## src/rtl/lane_deskew_pkg.sv

```systemverilog
// Shared definitions for the four-lane deskew stage: default COM symbol,
// alignment state encoding and lane count.
package lane_deskew_pkg;

    localparam int         NUM_LANES   = 4;
    localparam logic [7:0] COM_DEFAULT = 8'hBC;

    typedef enum logic [1:0] {
        ST_SEARCH  = 2'd0,
        ST_COLLECT = 2'd1,
        ST_LOCKED  = 2'd2
    } state_e;

endpackage

```

## src/rtl/lane_delay_line.sv

```systemverilog
// One lane of the deskew stage: a shift register giving taps 0..MAX_SKEW
// (tap k is the input from k cycles earlier) and a registered tap select.
// Tap 0 is the live input, so a select of 0 gives a latency of one cycle.
module lane_delay_line
    import lane_deskew_pkg::*;
#(
    parameter int W        = 9,
    parameter int MAX_SKEW = 3,
    parameter int DW       = 2
) (
    input  logic          clk,
    input  logic          rst_n,
    input  logic [W-1:0]  din,
    input  logic [DW-1:0] sel,
    output logic [W-1:0]  dout
);

    logic [W-1:0] hist_r [1:MAX_SKEW];
    logic [W-1:0] tap_s;
    logic [W-1:0] dout_r;

    // Pick the selected tap; out-of-range selects fall back to the live input.
    always_comb begin
        tap_s = din;
        for (int k = 1; k <= MAX_SKEW; k++) begin
            tap_s = (sel == DW'(k)) ? hist_r[k] : tap_s;
        end
    end

    // Shift the history and register the selected tap onto the output.
    always_ff @(posedge clk or negedge rst_n) begin
        if (!rst_n) begin
            for (int k = 1; k <= MAX_SKEW; k++) begin
                hist_r[k] <= {W{1'b0}};
            end
            dout_r <= {W{1'b0}};
        end else begin
            hist_r[1] <= din;
            for (int k = 2; k <= MAX_SKEW; k++) begin
                hist_r[k] <= hist_r[k-1];
            end
            dout_r <= tap_s;
        end
    end

    assign dout = dout_r;

endmodule

```

## src/rtl/lane_deskew.sv

```systemverilog
// Four-lane deskew stage feeding byte_unstrip. COM symbols (with DK high)
// are used as alignment markers: arrival times are stamped per lane and the
// early lanes are delayed so that a COM group leaves all outputs together.
// Optional feature macro: LANE_DESKEW_ERR_CNT_EN adds an 8-bit saturating
// SKEW_ERR event counter on output ERR_CNT.
module lane_deskew
    import lane_deskew_pkg::*;
#(
    parameter int              BITS     = 8,
    parameter int              MAX_SKEW = 3,
    parameter logic [BITS-1:0] COM      = BITS'(COM_DEFAULT)
) (
    input  logic            CLK,
    input  logic            RESET_L,
    input  logic [BITS-1:0] LANE0,
    input  logic [BITS-1:0] LANE1,
    input  logic [BITS-1:0] LANE2,
    input  logic [BITS-1:0] LANE3,
    input  logic            DK_0,
    input  logic            DK_1,
    input  logic            DK_2,
    input  logic            DK_3,
    output logic [BITS-1:0] OUT_LANE0,
    output logic [BITS-1:0] OUT_LANE1,
    output logic [BITS-1:0] OUT_LANE2,
    output logic [BITS-1:0] OUT_LANE3,
    output logic            OUT_DK_0,
    output logic            OUT_DK_1,
    output logic            OUT_DK_2,
    output logic            OUT_DK_3,
    output logic            ALIGNED,
    output logic            SKEW_ERR
`ifdef LANE_DESKEW_ERR_CNT_EN
    ,
    output logic [7:0]      ERR_CNT
`endif
);

    localparam int W  = BITS + 1;
    localparam int CW = (MAX_SKEW > 1) ? $clog2(MAX_SKEW + 1) : 1;
    localparam int DW = (CW > 2) ? CW : 2;
    localparam logic [CW-1:0] CNT_ONE  = CW'(1);
    localparam logic [CW-1:0] CNT_LAST = CW'(MAX_SKEW);

    logic [W-1:0]           in_s  [NUM_LANES];
    logic [W-1:0]           out_s [NUM_LANES];
    logic [NUM_LANES-1:0]   det_s;
    logic [NUM_LANES-1:0]   out_det_s;

    state_e                 state_r, state_nxt_s;
    logic [CW-1:0]          cnt_r, cnt_nxt_s, cur_s, max_s;
    logic [NUM_LANES-1:0]   stamped_r, stamped_nxt_s;
    logic [CW-1:0]          stamp_r     [NUM_LANES];
    logic [CW-1:0]          stamp_nxt_s [NUM_LANES];
    logic [DW-1:0]          d_r         [NUM_LANES];
    logic [DW-1:0]          d_nxt_s     [NUM_LANES];
    logic                   err_s;
    logic                   aligned_r;
    logic                   skew_err_r;

    assign in_s[0] = {DK_0, LANE0};
    assign in_s[1] = {DK_1, LANE1};
    assign in_s[2] = {DK_2, LANE2};
    assign in_s[3] = {DK_3, LANE3};

    // COM detection on the raw inputs (alignment) and on the outputs (lock check).
    always_comb begin
        for (int i = 0; i < NUM_LANES; i++) begin
            det_s[i]     = in_s[i][BITS]  && (in_s[i][BITS-1:0]  == COM);
            out_det_s[i] = out_s[i][BITS] && (out_s[i][BITS-1:0] == COM);
        end
    end

    // The delay lines see the next tap select so that a new skew setting
    // already shapes the output registered on the edge that enters LOCKED.
    for (genvar g = 0; g < NUM_LANES; g++) begin : g_lane
        lane_delay_line #(
            .W        (W),
            .MAX_SKEW (MAX_SKEW),
            .DW       (DW)
        ) u_delay (
            .clk   (CLK),
            .rst_n (RESET_L),
            .din   (in_s[g]),
            .sel   (d_nxt_s[g]),
            .dout  (out_s[g])
        );
    end

    // Alignment FSM: next state, arrival stamping, skew computation and errors.
    always_comb begin
        state_nxt_s   = state_r;
        cnt_nxt_s     = cnt_r;
        stamped_nxt_s = stamped_r;
        err_s         = 1'b0;
        cur_s         = cnt_r + CNT_ONE;
        max_s         = {CW{1'b0}};
        for (int i = 0; i < NUM_LANES; i++) begin
            stamp_nxt_s[i] = stamp_r[i];
            d_nxt_s[i]     = d_r[i];
        end

        case (state_r)
            ST_SEARCH: begin
                for (int i = 0; i < NUM_LANES; i++) begin
                    d_nxt_s[i] = {DW{1'b0}};
                end
                if (|det_s) begin
                    cnt_nxt_s     = {CW{1'b0}};
                    stamped_nxt_s = det_s;
                    for (int i = 0; i < NUM_LANES; i++) begin
                        stamp_nxt_s[i] = {CW{1'b0}};
                    end
                    if (&det_s) begin
                        state_nxt_s = ST_LOCKED;
                    end else begin
                        state_nxt_s = ST_COLLECT;
                    end
                end else begin
                    stamped_nxt_s = {NUM_LANES{1'b0}};
                    state_nxt_s   = ST_SEARCH;
                end
            end

            ST_COLLECT: begin
                cnt_nxt_s = cur_s;
                for (int i = 0; i < NUM_LANES; i++) begin
                    if (det_s[i] && !stamped_r[i]) begin
                        stamped_nxt_s[i] = 1'b1;
                        stamp_nxt_s[i]   = cur_s;
                    end else begin
                        stamped_nxt_s[i] = stamped_r[i];
                        stamp_nxt_s[i]   = stamp_r[i];
                    end
                end
                for (int i = 0; i < NUM_LANES; i++) begin
                    max_s = (stamp_nxt_s[i] > max_s) ? stamp_nxt_s[i] : max_s;
                end
                if (&stamped_nxt_s) begin
                    for (int i = 0; i < NUM_LANES; i++) begin
                        d_nxt_s[i] = DW'(max_s - stamp_nxt_s[i]);
                    end
                    state_nxt_s = ST_LOCKED;
                end else if (cur_s == CNT_LAST) begin
                    err_s         = 1'b1;
                    stamped_nxt_s = {NUM_LANES{1'b0}};
                    state_nxt_s   = ST_SEARCH;
                end else begin
                    state_nxt_s = ST_COLLECT;
                end
            end

            ST_LOCKED: begin
                if ((|out_det_s) && !(&out_det_s)) begin
                    err_s         = 1'b1;
                    stamped_nxt_s = {NUM_LANES{1'b0}};
                    state_nxt_s   = ST_SEARCH;
                    for (int i = 0; i < NUM_LANES; i++) begin
                        d_nxt_s[i] = {DW{1'b0}};
                    end
                end else begin
                    state_nxt_s = ST_LOCKED;
                end
            end

            default: begin
                state_nxt_s   = ST_SEARCH;
                stamped_nxt_s = {NUM_LANES{1'b0}};
                for (int i = 0; i < NUM_LANES; i++) begin
                    d_nxt_s[i] = {DW{1'b0}};
                end
            end
        endcase
    end

    // FSM state, stamps, delay settings and the registered status outputs.
    always_ff @(posedge CLK or negedge RESET_L) begin
        if (!RESET_L) begin
            state_r    <= ST_SEARCH;
            cnt_r      <= {CW{1'b0}};
            stamped_r  <= {NUM_LANES{1'b0}};
            aligned_r  <= 1'b0;
            skew_err_r <= 1'b0;
            for (int i = 0; i < NUM_LANES; i++) begin
                stamp_r[i] <= {CW{1'b0}};
                d_r[i]     <= {DW{1'b0}};
            end
        end else begin
            state_r    <= state_nxt_s;
            cnt_r      <= cnt_nxt_s;
            stamped_r  <= stamped_nxt_s;
            aligned_r  <= (state_nxt_s == ST_LOCKED);
            skew_err_r <= err_s;
            for (int i = 0; i < NUM_LANES; i++) begin
                stamp_r[i] <= stamp_nxt_s[i];
                d_r[i]     <= d_nxt_s[i];
            end
        end
    end

    assign OUT_LANE0 = out_s[0][BITS-1:0];
    assign OUT_LANE1 = out_s[1][BITS-1:0];
    assign OUT_LANE2 = out_s[2][BITS-1:0];
    assign OUT_LANE3 = out_s[3][BITS-1:0];
    assign OUT_DK_0  = out_s[0][BITS];
    assign OUT_DK_1  = out_s[1][BITS];
    assign OUT_DK_2  = out_s[2][BITS];
    assign OUT_DK_3  = out_s[3][BITS];
    assign ALIGNED   = aligned_r;
    assign SKEW_ERR  = skew_err_r;

`ifdef LANE_DESKEW_ERR_CNT_EN
    logic [7:0] err_cnt_r;

    // Saturating count of skew error events.
    always_ff @(posedge CLK or negedge RESET_L) begin
        if (!RESET_L) begin
            err_cnt_r <= 8'h00;
        end else if (err_s && (err_cnt_r != 8'hFF)) begin
            err_cnt_r <= err_cnt_r + 8'h01;
        end else begin
            err_cnt_r <= err_cnt_r;
        end
    end

    assign ERR_CNT = err_cnt_r;
`else
    // Error counter not built in this configuration.
`endif

endmodule

```

## config.mk

```make
export PLATFORM = sky130hd
export DESIGN_NAME = lane_deskew
export DESIGN_NICKNAME = d
export VERILOG_FILES = /design/src/rtl/lane_deskew_pkg.sv /design/src/rtl/lane_delay_line.sv /design/src/rtl/lane_deskew.sv
export SDC_FILE = /design/constraint.sdc
export NUM_CORES = 1
export LEC_CHECK = 0
export ABC_AREA = 1
export CORE_AREA = 5 5 177 179
export CTS_CLUSTER_DIAMETER = 100
export DETAILED_ROUTE_END_ITERATION = 12
export DIE_AREA = 0 0 182 184
export GPL_TIMING_DRIVEN = 0
export PLACE_DENSITY = 0.54
export REMOVE_ABC_BUFFERS = 1
export SYNTH_ARGS = -nofsm -noshare
export SYNTH_HDL_FRONTEND = slang
export SYNTH_HIERARCHICAL = 1
export SYNTH_SLANG_ARGS = --single-unit
```

## constraint.sdc

```tcl
create_clock -name CLK -period 4.5 [get_ports CLK]
set_input_delay 1.125 -clock CLK [delete_from_list [all_inputs] [get_ports CLK]]
set_output_delay 1.125 -clock CLK [all_outputs]
set_load 0.01 [all_outputs]
```

==> flow_summary_export.csv <==
group,metric,value,unit
routing,drt-vias-per-instance,4.23,
worst_setup_path,critPathCaptureType,"flop",
clocking,cts_buffer_depth,2,
synth,synth_edf_count,0,
final_layout,areaGrowthSynthToFinish,48.0,%
final_layout,seqCellArea,0.00425,sq mm
final_layout,drive_above_1_share,30.6,%
die,ios,76,
worst_setup_path,timing.rr.end,"g_lane[1].u_delay/dout[4]",
final_layout,final_core_util,36.5,%
routing,wl_per_cell,13.7,microns
grt,grt-ovfl-total,0,
placement,gp_congestion,0.807,
sta,hold_viol_final,0,
routing,wirelength,19300,microns
worst_setup_path,crit_slowest_cell,"ha_4",
die,num_rows,63,
synth,seq_area_frac_synth,58.7,%
routing,detail-route-antenna-nets,0,
synth,ys.flop_type,"dfrtp_1",
die,coreArea,0.0294,sq mm
final_layout,final_area,0.0107,sq mm
clocking,cts_tree,"built",
worst_setup_path,rr_worst_depth,35,
worst_setup_path,startpoint_type,"primary input",
worst_setup_path,max_stage_delay,0.29,ns
synth,yosys-top-cells-area,"dfrtp_1 59%, nand2_1 15%, inv_1 6.6%",
synth,yosysMostFrequentCell,"nand2_1",
routing,vias,5961,
synth,syn_avg_cell_area,8.71,sq um
worst_setup_path,required,4.82,ns
clocking,clk_latency,0.43,ns
grt,grt_pass1_vias,6030,
clocking,clock-root-buffer,"clkbuf_16",
grt,grt_max_degree,111,
final_layout,multiInputGateArea,0.00324,sq mm
die,start_util,24.6,%
sta,fin_tns_setup,-7.93,ns
sta,rsz0062_at_grt,"yes",
run_status,failed_checks,"negative setup slack",
synth,ys_ff_latch,170,
sta,period_needed,4.76,ns
sta,max_freq,210,MHz
final_layout,stdcell_count,1408,
worst_setup_path,crit_top_cell,"nand2_2",
sta,maxSlewViolCount,0,
placement,place_hpwl,11900,microns
sta,min_period_over_period,106,%
sta,relSlewSlack,30.8,%
routing,drc,0,
worst_setup_path,critical_path.max_fanout,7,
synth,synth_cell_type_count,30,
final_layout,layout.nets,1058,
worst_hold_path,min_path_type,"reg -> reg",
worst_hold_path,holdPathEnd,"g_lane[0].u_delay/hist_r[9]",
clocking,clock_sinks,170,
synth,async_flop_share,100,%
placement,placed_cell_area,0.00847,sq mm
synth,synth_area,0.00724,sq mm
synth,synth_warnings,6,
synth,synth_top_cell_by_area,"dfrtp_1",
placement,placed_cells,1291,
final_layout,antenna_cells,0,
die,die_area,0.0335,sq mm
power,total_leakage_power,5.19,nW
clocking,clkTransAtPathRegs,0.07,ns
worst_setup_path,arrival,5.08,ns
worst_hold_path,hp-start,"g_lane[0].u_delay/hist_r[18]",
routing,drt_iter0_drc,314,
sta,worst_pin_slew,1.03,ns
synth,netlist_instances,832,
synth,synth_top_area_share,58.7,%
worst_hold_path,hold_path_depth,0,
clocking,cts_made_buffers,17,
sta,skew,0.00765,ns
sta,setup_slack,-0.258,ns
run,cap_violations,0,
clocking,htree_levels,4,
sta,finalSetupViolations,36,
power,ir_worst_vdd,0.000213,V
worst_setup_path,r2r_start,"cnt_r[0]",
worst_setup_path,setup.worst_path.start,"LANE0[0]",
die,die_x,182,microns
routing,firstDrtPassIters,4,
clocking,cts_hold_buf,0,
worst_setup_path,r2r_setup_slack,-0.15,ns
grt,antenna_found_initial,0,
die,die_h,184,microns
grt,globalRouteTotalUtil,11.6,%
placement,io_buffers,75,
grt,grt_pass1_wl,31200,microns
final_layout,fillCellCount,2845,
synth,synth_common_cells,"286 x nand2_1, 170 x dfrtp_1, 128 x inv_1, 89 x nand3_1, 28 x nor2_1",
run_status,outcome,"finished with violations",
power,p_per_area,329,mW/mm^2
worst_setup_path,worstSetupPathType,"in -> reg",
==> placed cells by master (no fill, tap or decap), drive strengths merged <==
master         count
nand2            301
dfrtp            170
inv              149
buf               99
nand3             95
clkdlybuf4s50     55
nor2              30
clkbuf            17
ha                15
o21ai             15
nand4             14
o22ai             13
a21oi             10
clkinv             7
clkinvlp           6
or2                5
nor3               5
o211ai             3
bufinv             3
nand3b             2
nor4               1
o21a               1
a22oi              1
dlygate4sd2        1
==> worst max-delay path by stage <==
stage | cells past startpoint | to | slack, ns
floorplan | 33 | g_lane[0].u_delay/dout[1] | -0.89
global placement | 1 | g_lane[3].u_delay/dout[5] | -4.88
detailed placement | 34 | g_lane[1].u_delay/dout[3] | -2.75
CTS | 34 | g_lane[1].u_delay/dout[4] | -0.21
global route | 35 | g_lane[1].u_delay/dout[4] | -0.47
finish | 35 | g_lane[1].u_delay/dout[4] | -0.26
==> cell type report <==
class                   count  area share [%]
clock inverters            15            1.74
repair inverters            4           0.280
flip-flops and latches    170            39.7
inverters                 146            5.53
multi-input cells         511            30.3
repair buffers            155            14.0
clock buffers              17            3.97
well taps                 390            4.55
==> critical path: cells and delay by family <==
kind                       cells  cell delay, ns
AOI/OAI and AO/OA              5            0.67
adders and majority gates      3            0.74
buffers and inverters         10            1.08
and+or+nand+nor               17            1.46
==> stage by stage <==
step                worst slack, ns  hold slack, ns  power [mW]
global route                 -0.472           0.371        3.69
CTS                          -0.211           0.364        3.56
floorplan                    -0.895           0.347        1.80
finish                       -0.258           0.367        3.53
global placement              -4.88           0.350        1.97
detailed placement            -2.75           0.354        1.98
==> routing by layer <==
| metal | global-route usage [%] | up-vias | wire, microns |
|---|---|---|---|
| met5 | 0 | - | 0 |
| met4 | 4.14 | 0 | 308 |
| met2 | 20.3 | 89 | 10100 |
| met3 | 2.59 | 20 | 657 |
| met1 | 14.0 | 2896 | 8210 |
| li1 | - | 2956 | - |
==> logic make-up after synthesis <==
| kind of cell | after synthesis | share of synthesized area, % |
|---|---|---|
| simple gates | 451 | 27.1 |
| flops | 170 | 58.7 |
| buf+inv | 153 | 8.21 |
| fa+ha+maj | 15 | 2.59 |
| compound gates | 43 | 3.42 |
==> sequential cells by signal, summed over array words and instances (netlist names) <==
register	cells
stamped_r	4
state_r	2
d_r	8
ALIGNED	1
g_lane.u_delay/hist_r	108
stamp_r	8
g_lane.u_delay/dout	36
cnt_r	2
SKEW_ERR	1
==> timing repair <==
action	CTS	global route
pin swaps	76	81
setup buffers	72	8
cloned	6	1
setup endpoints to repair	44	44
gates resized for setup	232	100
==> where the power goes <==
part	switching, mW	total [mW]	leakage [nW]	internal [mW]
logic	0.232	0.364	2.85	0.131
clock network	0.638	1.52	0.298	0.885
registers	0.0390	1.64	2.04	1.60
(Power assumes the default switching activity.)
